[src/rtl/puf_soc_pkg.sv]
// PUF SoC shared constants and types.
// Used by the ring-oscillator enable decoder.
package puf_soc_pkg;

  localparam int MUX_LENGTH_DFLT = 16;
  localparam int SEL_W = $clog2(MUX_LENGTH_DFLT);

  typedef logic [SEL_W-1:0]           sel_t;
  typedef logic [MUX_LENGTH_DFLT-1:0] puf_en_t;

  // Reference one-hot for the default configuration.
  function automatic puf_en_t onehot(input sel_t k);
    puf_en_t v;
    v = '0;
    v[k] = 1'b1;
    return v;
  endfunction

endpackage

[src/rtl/puf_soc_onehot_dec.sv]
// Combinational select-to-one-hot decoder.
// One instance per RO mux.
import puf_soc_pkg::*;

module puf_soc_onehot_dec #(
  parameter int N = MUX_LENGTH_DFLT,
  parameter int W = $clog2(N)
) (
  input  logic [W-1:0] i_sel,
  output logic [N-1:0] o_onehot
);

  // Select width matches N, so every index maps to a real bit.
  always_comb begin
    o_onehot = N'(1) << i_sel;
  end

endmodule

[src/rtl/puf_soc_ro_decoder.sv]
// Ring-oscillator enable decoder: two selects
// become a registered enable vector for the RO array.
import puf_soc_pkg::*;

module puf_soc_ro_decoder #(
  parameter int MUX_LENGTH = MUX_LENGTH_DFLT
) (
  input  logic                          clk,
  input  logic                          rst_n,
  input  logic                          i_dcod_en,
  input  logic [$clog2(MUX_LENGTH)-1:0] i_sel_mux_0,
  input  logic [$clog2(MUX_LENGTH)-1:0] i_sel_mux_1,
  output logic [MUX_LENGTH-1:0]         o_puf_en
);

  localparam int SW = $clog2(MUX_LENGTH);

  if (MUX_LENGTH < 2 ||
      (MUX_LENGTH & (MUX_LENGTH - 1)) != 0) begin : g_chk
    $error("MUX_LENGTH must be a power of two >= 2");
  end

  logic [MUX_LENGTH-1:0] w_oh_0;
  logic [MUX_LENGTH-1:0] w_oh_1;
  logic [MUX_LENGTH-1:0] r_puf_en;

  puf_soc_onehot_dec #(
    .N (MUX_LENGTH),
    .W (SW)
  ) u_dec_0 (
    .i_sel    (i_sel_mux_0),
    .o_onehot (w_oh_0)
  );

  puf_soc_onehot_dec #(
    .N (MUX_LENGTH),
    .W (SW)
  ) u_dec_1 (
    .i_sel    (i_sel_mux_1),
    .o_onehot (w_oh_1)
  );

  // Register the merged enables; gate all ROs off when disabled.
  always_ff @(posedge clk or negedge rst_n) begin
    if (!rst_n) begin
      r_puf_en <= '0;
    end else if (i_dcod_en) begin
      r_puf_en <= w_oh_0 | w_oh_1;
    end else begin
      r_puf_en <= '0;
    end
  end

  assign o_puf_en = r_puf_en;

`ifndef SYNTHESIS
  a_popcnt: assert property (
    @(posedge clk) disable iff (!rst_n)
    $countones(o_puf_en) <= 2
  );

  a_gated: assert property (
    @(posedge clk) disable iff (!rst_n)
    !i_dcod_en |=> o_puf_en == '0
  );
`endif

endmodule

[config.mk]
export PLATFORM = sky130hd
export DESIGN_NAME = puf_soc_ro_decoder
export DESIGN_NICKNAME = d
export VERILOG_FILES = /design/src/rtl/puf_soc_pkg.sv /design/src/rtl/puf_soc_onehot_dec.sv /design/src/rtl/puf_soc_ro_decoder.sv
export SDC_FILE = /design/constraint.sdc
export NUM_CORES = 1
export LEC_CHECK = 0
export CORE_AREA = 10 10 55 57
export CTS_CLUSTER_DIAMETER = 120
export DETAILED_ROUTE_END_ITERATION = 10
export DIE_AREA = 0 0 65 67
export PLACE_DENSITY = 0.82
export SLEW_MARGIN = 20
export SYNTH_ARGS = -nofsm -noshare
export SYNTH_HDL_FRONTEND = slang
export SYNTH_SLANG_ARGS = --single-unit
[constraint.sdc]
create_clock -name clk -period 1.3 [get_ports clk]
set_clock_uncertainty 0.2 [all_clocks]
set_input_delay 0.26 -clock clk [delete_from_list [all_inputs] [get_ports clk]]
set_output_delay 0.26 -clock clk [all_outputs]
set_load 0.1 [all_outputs]
### Yosys cells after proc, flatten, opt, wreduce, memory -nomap -nowiden

Index checks and enable logic that the tools add are counted.

* input bits: 11
* register bits: 16
* output and inout port bits: 16
* word-level logic and storage cells: 5

* mux-type cells: 1
* bitwise operators: 1
* shift operators: 2

Operators by type and width (number)
* 1-bit by 4-bit << shifter with 16-bit output (first input constant): 2
* 16-bit 2-to-1 mux: 1
* 16-bit bitwise OR: 1

### Depth between registers and ports, before layout

* depth after elaboration: 3
* depth in mapped cells: 3
* gate-level depth less buffers: 2

### Hierarchy

A second synthesis with hierarchy kept.

* cells, all modules: 74
* area, all modules: 989.7 um^2

By module, submodules not included
* puf_soc_ro_decoder: sequential area each 400.4 um^2, instances 1, cells an instance 34, area each 536.8 um^2
* puf_soc_onehot_dec: sequential area each 0.0 um^2, instances 2, cells an instance 20, area each 226.5 um^2

### Worst setup path after synthesis

OpenSTA, ideal clock, no wires.

* kind: flip-flop to output port
* start: reg r_puf_en[0] (netlist: o_puf_en[0])
* end: out o_puf_en[0]
* buffers on the path: 0
* data arrival time: 883 ps
* required time: 840 ps
* stages on the path, launching flop included: 1
* setup slack: -43 ps
* cell sequence: dfrtp_1

RTL lines
* start: declaration: line puf_soc_ro_decoder.sv:25 `logic [MUX_LENGTH-1:0] r_puf_en;`
* start signal: assignment: line puf_soc_ro_decoder.sv:48 `r_puf_en <= w_oh_0 | w_oh_1;`
* end: declaration: line puf_soc_ro_decoder.sv:13 `output logic [MUX_LENGTH-1:0] o_puf_en`

No word-level cell between the ends.

### Final worst setup path

* start: reg r_puf_en[7] (netlist: o_puf_en[7])
* end: out o_puf_en[7]

No word-level cell between the ends.

==> metrics.md <==
| Metric | Value |
|---|---|
| Fin crit share | 102% |
| Gate Count Post-Synth | 73 |
| Die height | 67 µm |
| Total Power | 1.16 mW |
| GR Util met2 | 22.8% |
| Hold Crit Class | input port to asynchronous set/reset pin |
| Worst setup SP type | register |
| Num Clock Sinks | 16 |
| I/O Buffers | 26 |
| Setup violators final | 16 |
| Final nets | 124 |
| Core area | 1940 µm² |
| Max Freq | 751 MHz |
| Grt met1 use | 14.7% |
| Leak pwr | 0.643 nW |
| Initial Utilization | 48.3% |
| CTS tree | built |
| Max Root-Sink Buffers | 2 |
| Multi-input gate area | 534 µm² |
| Gpl congestion | 0.739 |
| Vias per inst | about 5.8 |
| YS warnings | 0 |
| Mapped Area | 938 µm² |
| H-tree Lvls | 1 |
| Unique masters post-synth | 14 |
| Total Neg Setup Slack | -348 ps |
| GRT overflow | 0 |
| Largest delay share family, worst path | flip-flops |
| Post-DP HPWL | around 1900 µm |
| Slowest stage delay, CP | 430 ps |
| Max-slew headroom | 75.1% |
| Crit-path slowest cell | dfrtp_2 |
| Row count | 16 |
| Register Area | roughly 420 µm² |
| Worst-path cell chain | buf_12 |
| Fin. max-slew vios | 0 |
| Fin crit period | ~1300 ps |
| Residual DRC | 0 |
| Status | finished with violations |
| Wire length per cell | 18.9 µm |
| Placed insts | 134 |
| CP Capture Type | primary output |
| Worst vdd ir | about 400 µV |
| Power per cell area | 736 nW/µm² |
| Grt met3 use | 1.51% |
| P&R area growth vs syn | 67.9% |
| Yosys reg bits | 16 |
| First-pass GRT wire length | 4370 µm |
| Max reg flops | 16 |
| Fin worst setup slack | -31.0 ps |
| Worst Path Max Fanout | 1 |
| Failing checks | setup timing |
| Fin cells | 138 |
| Chip Width | 65 µm |
| Final hold violations | 0 |
| Dpl cell area | about 1500 µm² |
| DR pass1 iterations | 4 |
| Util after Layout | 81.1% |
| WL final | between 2000 and 3000 µm |
| Aggregate global-route resource usage | between 10% and 20% |
| Sequential area share after synthesis | 42.7% |
| Post-Syn Nets | 84 |
| I/O Pins | 27 |
| Initial antenna violation count | 0 |
| Vias in the first global route | 829 |
| CP arrival | 870 ps |
| Layout cell share with drive strength beyond 1 | 62.2% |
| Vias post-DR | 797 |
| DIE AREA | ~4400 µm² |
| Setup bufs post-CTS | 0 |
| Iter 0 DRT Violations | 20 |
| ANT cells | 0 |
| Crit path buffers/inverters | 1 |
| Actual slew at the worst max-slew pin | 374 ps |
| Avg Inst Size Synth | around 13 µm² |
| Largest net degree at the start of global routing | 17 |
| RSZ-0062 raised after global routing | yes |
| Cell area after layout | around 1600 µm² |
| Clk slew on worst S/H paths | 80 ps |
| Fillers | 108 |
| Post-route ant nets | 0 |
| Cts hold-fix bufs | 0 |
| Grt peak-use layer | met2 |
| Crit path required time | about 840 ps |
| Max-Cap Viols | 0 |
| CTS buffer count | 3 |
| Setup Crit Path Kind | register to primary output |
| Root Driver | clkbuf_4 |
[final cells by class]
type                    instances  share of cell area [%]
repair buffers                 44                    35.8
multi-input cells              48                    33.9
flip-flops and latches         16                    26.7
well taps                      27                    2.14
clock buffers                   3                    1.43
[metrics by stage]
step                hold WS (ps)  setup WS (ps)
floorplan                   -236            194
global placement             389           -366
detailed placement           392           -486
CTS                         93.3          -39.4
global route                 106          -57.9
finish                      93.4          -31.0
[Yosys cell counts, drive strengths merged]
cell type  number  area share [%]
buf             9             8.5
a21boi          5             4.0
nor4bb          1             1.1
nand4b          8             7.5
o21a           11             8.8
and4bb         11              15
nor4b           8              10
nor4            2             1.3
dfrtp          16              43
nand4           2             1.3
[cell usage in the layout, fill, tap and decap left out]
master           count
nor4b_2              5
o21a_1              11
buf_6                5
clkbuf_4             3
buf_12              16
nor4b_4              3
clkdlybuf4s50_1      2
nand4_1              2
a21boi_2             1
nor4bb_1             1
nor4_4               1
dlymetal6s2s_1       1
a21boi_1             4
dfrtp_2             16
dlygate4sd2_1        6
and4bb_2             4
buf_4               13
nor4_2               1
nand4b_1             8
and4bb_1             7
clkbuf_2             1
[cells by family (layout without fill, tap and decap cells)]
family | count (synthesis) | in the layout | synth area share (%)
and+or+nand+nor | 32 | 32 | 36.0
AOI/OAI and AO/OA | 16 | 16 | 12.8
DFF | 16 | 16 | 42.7
buffers and inverters | 9 | 47 | 8.53
[what timing repair did]
action	4_1_cts	5_1_grt
setup endpoints to repair	32	29
resized for setup	21	7
hold endpoints to repair	0	0
cloned	0	1
pin swaps	4	1
[report_power, final]
part           leakage (nW)  total [mW]  switching (mW)  internal, mW
combinational         0.435       0.391           0.227         0.164
sequential            0.194       0.528          0.0130         0.515
clock                0.0138       0.241           0.134         0.107
[worst paths after layout]
path / start / end / cells past startpoint
max: o_puf_en[7] / o_puf_en[7] / 1
min: rst_n / o_puf_en[9] / 2
max in group asynchronous: rst_n / o_puf_en[15] / 2
min in group clk: i_sel_mux_1[0] / o_puf_en[15] / 3
[per-layer routing]
layer	up-vias	share of wire, %
met1	392	40
met2	33	54
met5	-	0
met4	0	1.6
li1	370	-
met3	2	4.6
Note: power is estimated with default switching activity, not from simulation.
